===== config.mk =====
export PLATFORM = sky130hd
export DESIGN_NAME = config_uart_tx
export DESIGN_NICKNAME = d
export VERILOG_FILES = /design/src/rtl/config_uart_pkg.sv /design/src/rtl/uart_baud_tick.sv /design/src/rtl/config_uart_tx.sv
export SDC_FILE = /design/constraint.sdc
export NUM_CORES = 1
export LEC_CHECK = 0
export ABC_AREA = 1
export CAP_MARGIN = 20
export CORE_UTILIZATION = 45
export CTS_CLUSTER_SIZE = 16
export DETAILED_ROUTE_END_ITERATION = 6
export GPL_TIMING_DRIVEN = 0
export PLACE_DENSITY_LB_ADDON = 0.12
export SLEW_MARGIN = 20
export SYNTH_ARGS = -nofsm -noshare
export SYNTH_HDL_FRONTEND = slang
export SYNTH_SLANG_ARGS = --single-unit
export TNS_END_PERCENT = 10

===== constraint.sdc =====
create_clock -name CLK -period 2.5 [get_ports CLK]
set_clock_uncertainty 0.2 [all_clocks]
set_input_delay 0.25 -clock CLK [delete_from_list [all_inputs] [get_ports CLK]]
set_output_delay 0.25 -clock CLK [all_outputs]
set_load 0.02 [all_outputs]

===== src/rtl/config_uart_pkg.sv =====
// rtl/config_uart_pkg.sv - shared types and helpers for the config UART transmitter/receiver
//
// Purpose : line state encoding, word geometry and baud divisor helper used by both
//           directions of the configuration UART.
// Ports   : none (package).

package config_uart_pkg;

    // Framing states of one 8N1 character; IDLE is the between-words state.
    typedef enum logic [1:0] {
        ST_IDLE  = 2'd0,
        ST_START = 2'd1,
        ST_DATA  = 2'd2,
        ST_STOP  = 2'd3
    } uart_state_e;

    // Data bytes carried by one 32-bit configuration word.
    localparam int unsigned BYTES_PER_WORD = 4;

    // Bits per UART character payload.
    localparam int unsigned BITS_PER_BYTE = 8;

    // Clock cycles per line bit, truncating; callers require a result of at least 2.
    function automatic int unsigned clks_per_bit(input int unsigned clock_frequency,
                                                 input int unsigned baud_rate);
        return clock_frequency / baud_rate;
    endfunction

endpackage


===== src/rtl/uart_baud_tick.sv =====
// rtl/uart_baud_tick.sv - bit-period tick generator for the config UART
//
// Purpose : free-running modulo-CLKS_PER_BIT counter producing a one-cycle tick on the
//           last cycle of every bit period; a synchronous restart realigns the period.
// Ports   : clk_i      in  1  clock, rising edge
//           rst_ni     in  1  asynchronous active-low reset
//           restart_i  in  1  force the counter to 0 on the next edge
//           tick_o     out 1  high in the final cycle of each bit period

module uart_baud_tick #(
    parameter int unsigned CLKS_PER_BIT = 868
) (
    input  logic clk_i,
    input  logic rst_ni,
    input  logic restart_i,
    output logic tick_o
);

    localparam int unsigned CW = (CLKS_PER_BIT > 2) ? $clog2(CLKS_PER_BIT) : 1;
    localparam logic [CW-1:0] LAST = CW'(CLKS_PER_BIT - 1);

    logic [CW-1:0] cnt_q;
    logic [CW-1:0] cnt_d;

    assign tick_o = (cnt_q == LAST);

    always_comb begin
        cnt_d = cnt_q + CW'(1);
        if (restart_i || tick_o) begin
            cnt_d = '0;
        end
    end

    always_ff @(posedge clk_i or negedge rst_ni) begin
        if (!rst_ni) begin
            cnt_q <= '0;
        end else begin
            cnt_q <= cnt_d;
        end
    end

endmodule


===== src/rtl/config_uart_tx.sv =====
// rtl/config_uart_tx.sv - config port return path: 32-bit word to 8N1 UART byte stream
//
// Purpose : accepts a status/readback word and sends it MSB byte first, each byte as
//           start bit, 8 data bits LSB first, stop bit. Build option
//           CONFIG_UART_TX_CHECKSUM_EN appends a fifth byte, the XOR of the four data bytes.
// Ports   : CLK          in  1   clock, rising edge
//           resetn       in  1   asynchronous active-low reset
//           TxData       in  32  word to send, captured on acceptance
//           TxValid      in  1   TxData valid
//           TxReady      out 1   word can be accepted this cycle
//           Tx           out 1   serial line, idle high, registered
//           TxActive     out 1   word in flight
//           TransmitLED  out 1   toggles per accepted word

module config_uart_tx
    import config_uart_pkg::*;
#(
    parameter int unsigned UART_BAUD_RATE  = 115_200,
    parameter int unsigned CLOCK_FREQUENCY = 100_000_000
) (
    input  logic        CLK,
    input  logic        resetn,
    input  logic [31:0] TxData,
    input  logic        TxValid,
    output logic        TxReady,
    output logic        Tx,
    output logic        TxActive,
    output logic        TransmitLED
);

    localparam int unsigned CLKS_PER_BIT = clks_per_bit(CLOCK_FREQUENCY, UART_BAUD_RATE);

`ifdef CONFIG_UART_TX_CHECKSUM_EN
    localparam int unsigned NUM_BYTES = BYTES_PER_WORD + 1;
`else
    localparam int unsigned NUM_BYTES = BYTES_PER_WORD;
`endif

    localparam logic [2:0] LAST_BYTE = 3'(NUM_BYTES - 1);
    localparam logic [2:0] LAST_BIT  = 3'(BITS_PER_BYTE - 1);

    uart_state_e state_q, state_d;
    logic [31:0] word_q, word_d;
    logic [2:0]  byte_idx_q, byte_idx_d;
    logic [2:0]  bit_idx_q, bit_idx_d;
    logic        tx_q, tx_d;
    logic        led_q, led_d;

    logic        tick;
    logic        restart;
    logic        accept;
    logic [7:0]  cur_byte;
    logic [2:0]  nxt_bit;

    uart_baud_tick #(
        .CLKS_PER_BIT(CLKS_PER_BIT)
    ) u_baud (
        .clk_i    (CLK),
        .rst_ni   (resetn),
        .restart_i(restart),
        .tick_o   (tick)
    );

    assign TxReady     = (state_q == ST_IDLE);
    assign TxActive    = (state_q != ST_IDLE);
    assign Tx          = tx_q;
    assign TransmitLED = led_q;
    assign accept      = TxValid && (state_q == ST_IDLE);
    assign nxt_bit     = bit_idx_q + 3'd1;

`ifdef CONFIG_UART_TX_CHECKSUM_EN
    logic [7:0] checksum;
    assign checksum = word_q[31:24] ^ word_q[23:16] ^ word_q[15:8] ^ word_q[7:0];
`endif

    // Byte currently on the line, most significant byte of the word first.
    always_comb begin
        cur_byte = 8'h00;
        case (byte_idx_q)
            3'd0:    cur_byte = word_q[31:24];
            3'd1:    cur_byte = word_q[23:16];
            3'd2:    cur_byte = word_q[15:8];
            3'd3:    cur_byte = word_q[7:0];
`ifdef CONFIG_UART_TX_CHECKSUM_EN
            3'd4:    cur_byte = checksum;
`endif
            default: cur_byte = 8'h00;
        endcase
    end

    // tx_d is the line level for the state being entered, so Tx changes exactly
    // on the edge that changes state and never glitches.
    always_comb begin
        state_d    = state_q;
        word_d     = word_q;
        byte_idx_d = byte_idx_q;
        bit_idx_d  = bit_idx_q;
        tx_d       = tx_q;
        led_d      = led_q;

        case (state_q)
            ST_IDLE: begin
                tx_d = 1'b1;
                if (accept) begin
                    word_d     = TxData;
                    byte_idx_d = 3'd0;
                    bit_idx_d  = 3'd0;
                    state_d    = ST_START;
                    tx_d       = 1'b0;
                    led_d      = ~led_q;
                end
            end
            ST_START: begin
                if (tick) begin
                    state_d   = ST_DATA;
                    bit_idx_d = 3'd0;
                    tx_d      = cur_byte[0];
                end
            end
            ST_DATA: begin
                if (tick) begin
                    if (bit_idx_q == LAST_BIT) begin
                        state_d   = ST_STOP;
                        bit_idx_d = 3'd0;
                        tx_d      = 1'b1;
                    end else begin
                        bit_idx_d = nxt_bit;
                        tx_d      = cur_byte[nxt_bit];
                    end
                end
            end
            ST_STOP: begin
                if (tick) begin
                    bit_idx_d = 3'd0;
                    if (byte_idx_q == LAST_BYTE) begin
                        state_d = ST_IDLE;
                        tx_d    = 1'b1;
                    end else begin
                        byte_idx_d = byte_idx_q + 3'd1;
                        state_d    = ST_START;
                        tx_d       = 1'b0;
                    end
                end
            end
            default: begin
                state_d = ST_IDLE;
                tx_d    = 1'b1;
            end
        endcase
    end

    // Realign the bit period on every state change; holding it in restart while idle
    // makes the first start bit a full period regardless of when the word arrives.
    assign restart = (state_d != state_q) || (state_q == ST_IDLE);

    always_ff @(posedge CLK or negedge resetn) begin
        if (!resetn) begin
            state_q    <= ST_IDLE;
            word_q     <= '0;
            byte_idx_q <= '0;
            bit_idx_q  <= '0;
            tx_q       <= 1'b1;
            led_q      <= 1'b0;
        end else begin
            state_q    <= state_d;
            word_q     <= word_d;
            byte_idx_q <= byte_idx_d;
            bit_idx_q  <= bit_idx_d;
            tx_q       <= tx_d;
            led_q      <= led_d;
        end
    end

endmodule


======== After elaboration in Yosys (flattened, before gate mapping) ========
Cells that the tools add are included.
word-level totals
  bits in registers ....................... 52
  output and inout bits ................... 4
  logic and storage cells ................. 65
operators by class
  add/sub/neg operators ................... 3
  $lt $le $gt $ge ......................... 1
  equality and inequality tests ........... 15
  mux-type cells .......................... 26
  bitwise gates (word level) .............. 1
  reductions and logical operators ........ 12
operators with widths
  kind                   count
  $pmux 8 s4             1
  $mux 3                 6
  $add 10x1->10 const B  1
  $eq 10x10->1 const B   1
  $mux 10                1
  $mux 2                 5
  $ne 2x1->1 const B     5
  $pmux 3 s3             1
  $mux 1                 8
  $pmux 2 s4             1
  $add 3x1->3 const B    2
  $eq 3x2->1 const B     2
  $pmux 3 s2             1
  $reduce_and 3->1       2
  $eq 2x2->1 const B     2
  $lt 3x4->1 const B     1
  $pmux 1 s4             1
  $reduce_and 4->1       1
  $reduce_bool 2->1      2
  $bmux 1 s3             1
  $eq 3x1->1 const B     1
  $eq 3x3->1 const B     1
  $logic_not 3->1        1
  $eq 2x1->1 const B     1
  other kinds (8)        9

======== Logic depth before layout (Yosys ltp) ========
  word-level depth ........................ 8
  mapped depth ............................ 14

======== Modules after synthesis ========
A second synthesis with hierarchy kept.
unflattened totals
  cells, all modules ...................... 367
  area total of the unflattened synthesis .. 2728.9 µm²
modules (own cells, without submodules)
  module          times used  cells an instance  area each (µm²)  sequential area each (µm²)
  config_uart_tx  1           294                2163.3           1052.3
  uart_baud_tick  1           73                 565.5            250.2

======== Worst setup path before layout ========
OpenSTA, ideal clock, no wires.
  path type ............................... flip-flop to flip-flop
  from .................................... reg byte_idx_q[2]
  to ...................................... reg tx_q, in the netlist Tx
  setup time .............................. 60 ps
  data arrival time ....................... 1602 ps
  required time ........................... 2240 ps
  slack ................................... 638 ps
  cell stages (with the launch flop) ...... 15
  clock period less this slack ............ 1862 ps
  cell sequence ........................... dfrtp_1 inv_1 buf_2 ha_1 clkbuf_1 nand2_1 nand2_1 a21oi_1 nand2_1 nand3_1 nand3_1 nand3_1 nand2_1 nand2_1 nand2_1
between the ends
  word-level cells in the longest chain between the ends .. 7
ends and longest elaborated chain
  element                                   RTL line                                     RTL
  start, declared                           config_uart_tx.sv:44                         logic [2:0] byte_idx_q, byte_idx_d;
  start signal, assigned                    config_uart_tx.sv:167                        byte_idx_q <= byte_idx_d;
  $eq 3x2->1, or another cell as far along  config_uart_tx.sv:79, config_uart_tx.sv:135
  $pmux 8 s4                                config_uart_tx.sv:79                         case (byte_idx_q)
  $bmux 1 s3                                config_uart_tx.sv:128                        tx_d = cur_byte[nxt_bit];
  $mux 1 (implied by the code)              config_uart_tx.sv:128
  $mux 1                                    config_uart_tx.sv:122                        if (bit_idx_q == LAST_BIT) begin
  $mux 1                                    config_uart_tx.sv:121                        if (tick) begin
  $pmux 1 s4 *                              config_uart_tx.sv:101                        case (state_q)
  end signal, assigned                      config_uart_tx.sv:169                        tx_q <= tx_d;
  end, declared                             config_uart_tx.sv:46                         logic tx_q, tx_d;
Every way passes the cells marked *; elsewhere a longest branch is shown, timed or not. The select of a mux whose other input is x is not followed.
A chain may end at the register's enable or synchronous reset.

======== Worst setup path after layout ========
Same ends and word-level chain as after synthesis.

==> reports/qor.yml <==
status: "completed"
grt_overflow_total: 0
wl_per_cell_microns: 11.9
synth-edff-count: 0
wl_mm: 5.64
worst-path-buf-inv: 3
synth.cell_area_sq_um: 2760
worstPathRequired_ps: 2560
fill_cells: 572
peakVddDrop_mv: 0.358
synth_top_area_share_pct: 46.3
setup_viol: 0
rows: 28
dpl.hpwl_mm: 4.22
cts_resized: 0
crit_top_cell: "nand2_1"
ys_types: 32
cts_tree: "yes"
coreArea_sq_um: 5920
syn_area_per_cell_sq_um: 7.83
fin_ws_ps: 263
areaGrowthSynthToFinish_pct: 21.9
cp-start-kind: "flop"
drtIter0Drc: 156
synthFlopType: "dfrtp_1"
initial_utilization_pct: 46.6
viasPerCell: 4.81
yosysTopAreaCell: "dfrtp_1"
crit_arrival_ps: 2300
ys_top_cells_by_area: "dfrtp_1, nand2_1, nand3_1"
clock_path_buffers: 2
die_h_microns: 80.3
syn_nets: 396
final-instance-count-excl-fill: 474
relSlewSlack_pct: 56.8
finalCritPeriodShare_pct: 89.5
critPathKind: "reg2reg"
ys.warnings.count: 0
place_inst: 465
layout_common_cells: "nand2_1, dfrtp_1, clkdlybuf4s50_1"
holdBufCountCts: 1
first_global_vias: 2150
antenna_found_initial: 0
cts_inserted_buffers: 5
tns_ps: 0
synth_async_sr_flop_share_pct: 100
drv_cap: 0
via_count: 2281
ys_seq_elements: 52
drv_slew: 0
ant_nets: 0
root_buffer: "clkbuf_8"
slowest_stage: "dfrtp_1"
p_leak_nw: 1.68
ys_seq_area_share_pct: 47.2
nets: 442
grt_pass1_wl_mm: 9.88
cpPeakStageDelay_ps: 430
endpoint_kind: "flop"
die_area_sq_um: 6440
drive_above_1_share_pct: 8.52
layout_commonest_cell: "nand2_1"
power_density_nw_per_um2: 614
fmax_mhz: 447
path_clk_slew_ps: 100
cp_max_fo: 11
whs_ps: 260
pre_cts_ws_ps: 266
die-width_microns: 80.3
antenna_cells: 0
pin_count: 39
cts_htree_levels: 2
post-cts-setup-buffers: 0
path_delay_family: "buffers and inverters"
total_power_mw: 2.06
hold_class: "in2reg"
port_buffers: 38
gp_congestion: 0.841
clkLatencyLatePin_ps: 310
grt_setup_unrepaired: "false"
hold_viol_final: 0
path_cells: "inv_1 -> buf_2 -> ha_1 -> clkbuf_1 -> nand2_1 -> nand2_1 -> a21oi_1 -> nand2_1 -> nand3_1 -> nand3_1 -> nand3_1 -> nand2_1 -> nand2_1 -> nand2_1"
syn_inst: 352
grt_max_degree: 53
drc_errors: 0
dr.pass1.iters: 4
groute.usage.overall_pct: 20.3
worst_pin_slew_ps: 647
period_minus_slack_ps: 2240
clock_sinks: 52
stage by stage:
stage                     area [sq um]  util (%)
final                             3360      56.8
after global routing              3360      56.8
after CTS                         3360      56.8
after detailed placement          3230      54.5
after global placement            3230      54.6
after floorplan                   2760         -
routing by layer:
layer	vias up	track usage [%]	wire length [microns]
met5	-	0	0
met4	0	7.50	99
met3	7	3.75	211
met2	39	32.6	2510
met1	1044	27.4	2830
li1	1191	-	-
power breakdown:
group	switching, mW	internal, mW
sequential	0.110	0.970
clock	0.287	0.328
combinational	0.200	0.167
total	0.598	1.46
path summary, 6_finish.rpt:
path	from	endpoint	slack, ps	cells after the start
setup / recovery	byte_idx_q[2]$_DFFE_PN0P_	Tx$_DFFE_PN1P_	260	14
hold / removal	TxData[29]	word_q[29]$_DFFE_PN0P_	260	3
setup reg to reg	byte_idx_q[2]$_DFFE_PN0P_	Tx$_DFFE_PN1P_	260	14
hold reg to reg	u_baud.cnt_q[0]$_DFF_PN0_	u_baud.cnt_q[0]$_DFF_PN0_	270	1
max in group asynchronous	resetn	word_q[11]$_DFFE_PN0P_	1360	2
min in group asynchronous	resetn	u_baud.cnt_q[2]$_DFF_PN0_	310	2
registers in the layout, summed over array words and instances, names as in the netlist:
name / count
word_q: 32
u_baud.cnt_q: 10
bit_idx_q: 3
byte_idx_q: 3
state_q: 2
TransmitLED: 1
Tx: 1
area by class of cell:
cell class / count / area, sq um / area share (%)
sequential: 52 / 1300 / 38.8
multi-input combinational: 256 / 1280 / 38.1
timing repair buffer: 39 / 388 / 11.5
inverter: 35 / 136 / 4.06
tap: 75 / 93.8 / 2.79
clock buffer: 6 / 82.6 / 2.46
clock inverter: 2 / 38.8 / 1.15
buffer: 9 / 38.8 / 1.15
cell families (layout without fill, tap and decap cells):
group                    Yosys count  in the layout  share of synthesized area, %
XOR/XNOR                           1              1                         0.318
buffers and inverters             44             91                          6.35
AO/OA/AOI/OAI                     23             23                          5.22
flip-flops                        52             52                          47.2
adder cells (fa/ha/maj)            9              9                          4.08
AND/OR/NAND/NOR                  223            223                          36.8
Yosys cell counts, types with 2 or more instances:
master / instances
o21ai_0: 7
nand2_1: 154
nand2_2: 2
nor3b_1: 2
nor2_8: 2
nor3_4: 3
o21ai_2: 2
nor3_1: 4
inv_1: 30
inv_2: 3
ha_1: 9
buf_2: 4
a31oi_1: 3
clkbuf_1: 2
dfrtp_1: 51
nand3_1: 24
a21oi_1: 9
nor2_1: 25
buf_1: 3
worst register-to-register path, cell delays in order, from the launching register on:
cell      delay (ps)
dfrtp_1          430
inv_1            150
buf_2            240
ha_1             170
clkbuf_1         300
nand2_1          110
nand2_1           80
a21oi_1           40
nand2_1           80
nand3_1           60
nand3_1           80
nand3_1           70
nand2_1           70
nand2_1           50
nand2_1           50
(Power assumes the default switching activity.)
